**src/rtl/cpu_defs.sv**
```systemverilog
// Shared CPU definitions: memory-interface FSM states, address width and wait timeout.
package cpu_defs;

    localparam int         MEM_AW  = 9;
    localparam logic [3:0] TIMEOUT = 4'd15;

    typedef enum logic [1:0] {
        ST_IDLE = 2'd0,
        ST_RD   = 2'd1,
        ST_WR   = 2'd2,
        ST_FIN  = 2'd3
    } mem_state_e;

    // Bus loads into MAR/MDR are only honoured outside a transaction.
    function automatic logic bus_load_ok(input mem_state_e s);
        return (s == ST_IDLE) || (s == ST_FIN);
    endfunction

endpackage

```
**src/rtl/reg32.sv**
```systemverilog
// 32-bit register with load enable and asynchronous active-high clear.
module reg32 (
    input  logic        clock,
    input  logic        clear,
    input  logic        i_en,
    input  logic [31:0] i_d,
    output logic [31:0] o_q
);

    logic [31:0] r_q;

    always_ff @(posedge clock or posedge clear) begin
        if (clear) begin
            r_q <= '0;
        end else if (i_en) begin
            r_q <= i_d;
        end
    end

    assign o_q = r_q;

endmodule

```
**src/rtl/mdr_mem_if.sv**
```systemverilog
// MAR/MDR memory interface: single-cycle Read/Write requests run one transaction at a time,
// strobes rise the cycle after the request, done pulses the cycle after mem_ready or timeout.
module mdr_mem_if
    import cpu_defs::*;
(
    input  logic              clock,
    input  logic              clear,
    input  logic [31:0]       BusMuxOut,
    input  logic              MARin,
    input  logic              MDRin,
    input  logic              Read,
    input  logic              Write,
    input  logic [31:0]       mem_rdata,
    input  logic              mem_ready,
    output logic [31:0]       BusMuxInMDR,
    output logic [MEM_AW-1:0] mem_addr,
    output logic [31:0]       mem_wdata,
    output logic              mem_rd,
    output logic              mem_wr,
    output logic              busy,
    output logic              done,
    output logic              err
);

    mem_state_e  r_state;
    logic [3:0]  r_wait;
    logic        r_mem_rd;
    logic        r_mem_wr;
    logic        r_busy;
    logic        r_done;
    logic        r_err;

    logic        w_bus_ok;
    logic        w_rd_done;
    logic        w_mar_en;
    logic        w_mdr_en;
    logic [31:0] w_mar_d;
    logic [31:0] w_mdr_d;
    logic [31:0] w_mar_q;
    logic [31:0] w_mdr_q;
    logic        w_unused_mar;

    assign w_bus_ok  = bus_load_ok(r_state);
    assign w_rd_done = (r_state == ST_RD) && mem_ready;
    assign w_mar_en  = MARin && w_bus_ok;
    assign w_mar_d   = {{(32-MEM_AW){1'b0}}, BusMuxOut[MEM_AW-1:0]};
    // A read completion can only happen while busy, so it never races a bus load.
    assign w_mdr_en  = w_rd_done || (MDRin && w_bus_ok);
    assign w_mdr_d   = w_rd_done ? mem_rdata : BusMuxOut;

    reg32 u_mar (
        .clock (clock),
        .clear (clear),
        .i_en  (w_mar_en),
        .i_d   (w_mar_d),
        .o_q   (w_mar_q)
    );

    reg32 u_mdr (
        .clock (clock),
        .clear (clear),
        .i_en  (w_mdr_en),
        .i_d   (w_mdr_d),
        .o_q   (w_mdr_q)
    );

    always_ff @(posedge clock or posedge clear) begin
        if (clear) begin
            r_state  <= ST_IDLE;
            r_wait   <= '0;
            r_mem_rd <= 1'b0;
            r_mem_wr <= 1'b0;
            r_busy   <= 1'b0;
            r_done   <= 1'b0;
            r_err    <= 1'b0;
        end else begin
            r_done <= 1'b0;
            r_err  <= 1'b0;
            case (r_state)
                ST_IDLE: begin
                    r_wait <= '0;
                    if (Read) begin
                        r_state  <= ST_RD;
                        r_mem_rd <= 1'b1;
                        r_busy   <= 1'b1;
                    end else if (Write) begin
                        r_state  <= ST_WR;
                        r_mem_wr <= 1'b1;
                        r_busy   <= 1'b1;
                    end
                end
                ST_RD, ST_WR: begin
                    // Timeout fires on the edge where the wait count reaches TIMEOUT.
                    if (mem_ready || (r_wait == TIMEOUT - 4'd1)) begin
                        r_state  <= ST_FIN;
                        r_mem_rd <= 1'b0;
                        r_mem_wr <= 1'b0;
                        r_busy   <= 1'b0;
                        r_done   <= 1'b1;
                        r_err    <= !mem_ready;
                    end
                    if (!mem_ready) begin
                        r_wait <= r_wait + 4'd1;
                    end
                end
                ST_FIN: begin
                    r_state <= ST_IDLE;
                end
                default: begin
                    r_state <= ST_IDLE;
                end
            endcase
        end
    end

    assign w_unused_mar = ^w_mar_q[31:MEM_AW];

    assign BusMuxInMDR = w_mdr_q;
    assign mem_wdata   = w_mdr_q;
    assign mem_addr    = w_mar_q[MEM_AW-1:0];
    assign mem_rd      = r_mem_rd;
    assign mem_wr      = r_mem_wr;
    assign busy        = r_busy;
    assign done        = r_done;
    assign err         = r_err;

endmodule

```
**config.mk**
```make
export PLATFORM = sky130hd
export DESIGN_NAME = mdr_mem_if
export DESIGN_NICKNAME = d
export VERILOG_FILES = /design/src/rtl/cpu_defs.sv /design/src/rtl/reg32.sv /design/src/rtl/mdr_mem_if.sv
export SDC_FILE = /design/constraint.sdc
export NUM_CORES = 1
export LEC_CHECK = 0
export CORE_ASPECT_RATIO = 0.6
export CORE_MARGIN = 5
export CORE_UTILIZATION = 41
export DETAILED_ROUTE_END_ITERATION = 10
export PLACE_DENSITY_LB_ADDON = 0.25
export RECOVER_POWER = 100
export SLEW_MARGIN = 20
export SYNTH_ARGS = -nofsm -noshare
export SYNTH_HDL_FRONTEND = slang
export SYNTH_HIERARCHICAL = 1
export SYNTH_SLANG_ARGS = --single-unit
```
**constraint.sdc**
```tcl
create_clock -name clock -period 1.8 [get_ports clock]
set_input_delay 0.27 -clock clock [delete_from_list [all_inputs] [get_ports clock]]
set_output_delay 0.27 -clock clock [all_outputs]
set_load 0.1 [all_outputs]
```
==> results of run 1 <==
-- final cells by class --
type / count / area, sq um / share of cell area (%)
timing repair buffer: 158 / 1230 / 29.2
tap: 104 / 130 / 3.09
sequential: 52 / 1300 / 30.9
inverter: 12 / 45.0 / 1.07
multi-input combinational: 114 / 1290 / 30.7
clock inverter: 3 / 90.1 / 2.14
clock buffer: 5 / 125 / 2.97
-- sequential cells by signal, indices dropped and copies added, names as in the netlist --
signal     cells
busy           1
done           1
err            1
mem_rd         1
mem_wr         1
r_state        2
r_wait         4
u_mar/o_q      9
u_mdr/o_q     32
-- what timing repair did --
item                                    CTS  global route
endpoints found under the setup margin    0            11
hold buffers                              0             0
gates resized for setup                   0             2
-- worst paths after layout --
kind	start	slack, ns	endpoint
min in group clock	r_state[1]	0.51	r_state[1]
worst max-delay path	r_state[1]	0.05	u_mar/o_q[0]
worst min register to register	r_state[1]	0.51	r_state[1]
max in group asynchronous	clear	0.52	u_mdr/o_q[15]
worst min-delay path	clear	0.33	u_mdr/o_q[0]
worst max register to register	r_state[1]	0.05	u_mar/o_q[0]
-- critical path, cell delays in order, from the launching register on --
cell	delay (ns)
dfrtp_1	0.38
inv_1	0.11
ha_2	0.33
buf_4	0.16
nor2b_1	0.13
buf_6	0.20
mux2_4	0.32
-- routing by layer --
| metal | wire length [um] | global-route usage, % | part of all wire (%) |
|---|---|---|---|
| met5 | 0 | 0 | 0 |
| met4 | 57 | 2.38 | 0.72 |
| met3 | 727 | 5.27 | 9.2 |
| met2 | 3300 | 25.2 | 42 |
| met1 | 3810 | 23.6 | 48 |
-- through the flow --
step                area (sq um)  util, %  hold slack [ns]  setup WS (ns)
detailed placement          4590     63.4            0.494        -0.0640
floorplan                   3030        -           0.0979         0.0282
global placement            4590     63.4            0.476        -0.0310
CTS                         4810     66.4            0.191        0.00965
global route                4210     58.2            0.333       -0.00399
finish                      4210     58.2            0.327         0.0527
==> summary.txt, run 1 <==
Mapped Cells: 221
Overall routing resource usage: 16.6%
TritonCTS clock tree: built
Filler cell count in the final layout: 634
Area growth from synthesis to layout: 38.9%
Max Cap Viol: 0
Commonest non-fill, non-tap cell in the layout: clkbuf_2
Outcome: finished, final reports clean
Clk_skew: 0.00413 ns
R2R depth: 6
Post-DR wirelength/cell: 17.6 um
Die ar.: 0.00927 sq mm
Slew headroom: 46.9%
First-pass GRT wire length: 12.4 mm
H-Tree Depth: 2
Crit path DAT: 1.92 ns
Die H: 76.6 um
Inserted Clock Buffers: 5
Commonest cells after routing, fill and taps aside: clkbuf_2, clkdlybuf4s50_1, dfrtp_1, mux2_4, mux2_2
Critical Path Source Type: flop
DRC violations left: 0
Fmax: 0.572 GHz
Width of the die: 121 um
Share of layout cells above drive strength 1: 50.9%
Syn Std Cell Area: 0.00303 sq mm
Syn nets: 297
HPWL after DPL: 6.17 mm
Worst-Margin Slew: 0.796 ns
Antenna cell count: 0
Num ports: 149
Num rows: 24
Final cell count without fillers: 448
Final min period: 1.75 ns
Largest net degree at the start of global routing: 31
Final net count: 419
Crit Path Class: flop to flop
Total number of vias: 2,113
Clk sink count: 52
GRT overflow: 0
DRT Pass-1 Iters: 4
Count of final max-slew check failures: 0
Yosys warns: 6
Initial antenna violation count: 0
Setup Buffers After CTS: 0
Hold Crit Class: input pin to async pin
Post-route ant nets: 0
Routed Wire Length: 7.90 mm
Drt initial violations: 81
Syn Area/Cell: 13.7 sq um
Worst-Skew Late Latency: 0.28 ns
Cells after DPL: 440
RSZ-0062 raised after global routing: true
Clock buffer depth: 2
DR vias/cell: 4.72
Critical Path Sink Type: flop
Total negative setup slack: 0 ns
Starting Density: 41.9%
Clock-pin slew on the worst setup and hold paths: 0.07 ns
Hold Fails Final Rpt: 0
GPL Wtd Cong: 0.787
Vias in the first global route: 2,268
Worst Path Max Fanout: 9
Setup violators final: 0
IO Port Bufs: 148
Core Area: 0.00724 sq mm
Root Buffer: clkbuf_16
Final period util: 97.1%
Critical Path RT: 1.97 ns
Power of run 1 is not shown: default switching activity piles up to over one toggle a cycle in this logic, so the estimate is an artifact.
==> run 2: changes to the inputs <==
--- a/config.mk
+++ b/config.mk
@@ -7,7 +7,7 @@
 export LEC_CHECK = 0
 export CORE_ASPECT_RATIO = 0.6
 export CORE_MARGIN = 5
-export CORE_UTILIZATION = 41
+export CORE_UTILIZATION = 49
 export DETAILED_ROUTE_END_ITERATION = 10
 export PLACE_DENSITY_LB_ADDON = 0.25
 export RECOVER_POWER = 100
==> constraint.sdc (replaced) <==
create_clock -name clock -period 2.1 [get_ports clock]
set_input_delay 0.315 -clock clock [delete_from_list [all_inputs] [get_ports clock]]
set_output_delay 0.315 -clock clock [all_outputs]
set_load 0.1 [all_outputs]
==> run 2 against run 1 <==
Maximum frequency shrank 1.5%. Die area shrank 15%. Via count shrank 1.2%. Critical path depth shrank 1. Register-to-register slack gained 0.27 ns. Final cell count shrank 4.7%. Wire length shrank 6.8%. Design area shrank 7.8%. Clock skew grew 0.0042 ns. Global-route usage grew 1.9 points. Critical path type unchanged.
==> summary.txt, run 2 (synthesized netlist as in run 1, its figures left out) <==
Starting Density: 50.1%
Clk_skew: 0.00835 ns
Grt met1 use: 25.8%
DRC violations left: 0
Post-DR wirelength/cell: 17.2 um
Area growth from synthesis to layout: 28.1%
Post-route ant nets: 0
Total number of vias: 2,088
First-pass GRT wire length: 11.7 mm
Hold Crit Class: input pin to async pin
Crit Path Class: flop to flop
CP max-delay cell: dfrtp_1
Final period util: 84.4%
Num rows: 22
Worst Path Max Fanout: 11
Crit path buf inv count: 1
Worst slack, placed: 0.179 ns
Drt initial violations: 86
DRT Pass-1 Iters: 4
Final hold slack: 0.487 ns
Width of the die: 112 um
Root Buffer: clkbuf_8
Core Area: 0.00606 sq mm
Setup Buffers After CTS: 0
DR vias/cell: 4.89
Commonest cells after routing, fill and taps aside: clkbuf_2, clkdlybuf4s50_1, dfrtp_1, mux2_1, mux2_2
GRT overflow: 0
Total negative setup slack: 0 ns
Crit path max-delay family: multiplexers
Clock buffer depth: 2
Max Cap Viol: 0
Grt met3 use: 5.30%
Post-cts gate resize count: 0
Initial antenna violation count: 0
R2R depth: 5
Busiest layer in global routing: met2
Antenna cell count: 0
Overall routing resource usage: 18.5%
Fmax: 0.564 GHz
TritonCTS clock tree: built
Reg2Reg Launch Point: r_state[0]
GPL Wtd Cong: 0.827
Final cell count without fillers: 427
Outcome: finished, final reports clean
Worst-Skew Late Latency: 0.30 ns
Share of layout cells above drive strength 1: 39.4%
Max stage delay on crit path: 0.40 ns
RSZ-0062 raised after global routing: false
R2r endpoint: u_mdr/o_q[21]
Die H: 70.9 um
Final net count: 418
Critical Path Sink Type: flop
Critical Path RT: 2.29 ns
HPWL after DPL: 5.94 mm
Die ar.: 0.00791 sq mm
Worst-Margin Slew: 0.825 ns
Cts hold-fix bufs: 0
Routed Wire Length: 7.36 mm
GR Layer Usage met2: 29.5%
Vias in the first global route: 2,182
Clk sink count: 52
Critical path, cell by cell: ha_1 > nand2_2 > buf_4 > mux2_2 > mux2_1
Critical Path Source Type: flop
Slew headroom: 45.0%
H-Tree Depth: 2
Setup violators final: 0
Commonest non-fill, non-tap cell in the layout: clkbuf_2
Final WS setup: 0.327 ns
Final min period: 1.77 ns
FF-to-FF setup slack: 0.33 ns
Crit path DAT: 1.96 ns
Filler cell count in the final layout: 535
Count of final max-slew check failures: 0
IO Port Bufs: 148
Clock-pin slew on the worst setup and hold paths: 0.10 ns
Max reg flops: 32
Inserted Clock Buffers: 5
Hold Fails Final Rpt: 0
Cells after DPL: 419
Largest net degree at the start of global routing: 33
Num ports: 149
## run 2: metrics by stage
stage / cell area, sq um / util, %
6_report: 3890 / 64.2
5_1_grt: 3890 / 64.2
4_1_cts: 4230 / 69.8
3_5_place_dp: 4130 / 68.2
3_3_place_gp: 4130 / 68.2
2_1_floorplan: 3030 / -
## run 2: final cells by class
type / instances / area, sq um / area share (%)
sequential: 52 / 1300 / 33.5
timing repair buffer: 157 / 1190 / 30.6
multi-input combinational: 114 / 1150 / 29.6
tap: 84 / 105 / 2.70
clock buffer: 6 / 82.6 / 2.12
inverter: 12 / 45.0 / 1.16
clock inverter: 2 / 13.8 / 0.354
## run 2: worst max-delay path by stage
stage | cells past startpoint | startpoint | end | slack (ns)
2_1_floorplan | 7 | r_state[0] | u_mdr/o_q[0] | 0.33
3_3_place_gp | 5 | mem_ready | u_mdr/o_q[21] | 0.23
3_5_place_dp | 5 | mem_ready | u_mdr/o_q[29] | 0.18
4_1_cts | 5 | r_state[0] | u_mdr/o_q[12] | 0.30
5_1_grt | 5 | r_state[0] | u_mar/o_q[4] | 0.24
6_report | 5 | r_state[0] | u_mdr/o_q[21] | 0.33
## run 2: worst reg2reg max path, cell delays in order (launching register included)
cell	delay, ns
dfrtp_1	0.40
ha_1	0.21
nand2_2	0.15
buf_4	0.24
mux2_2	0.36
mux2_1	0.31
## run 2: metal layers
metal,vias to the layer above,part of all wire [%]
li1,963,-
met1,1034,46
met2,87,46
met3,4,7.6
met4,0,0.35
met5,-,0
Power of run 2 is left out for the same reason.
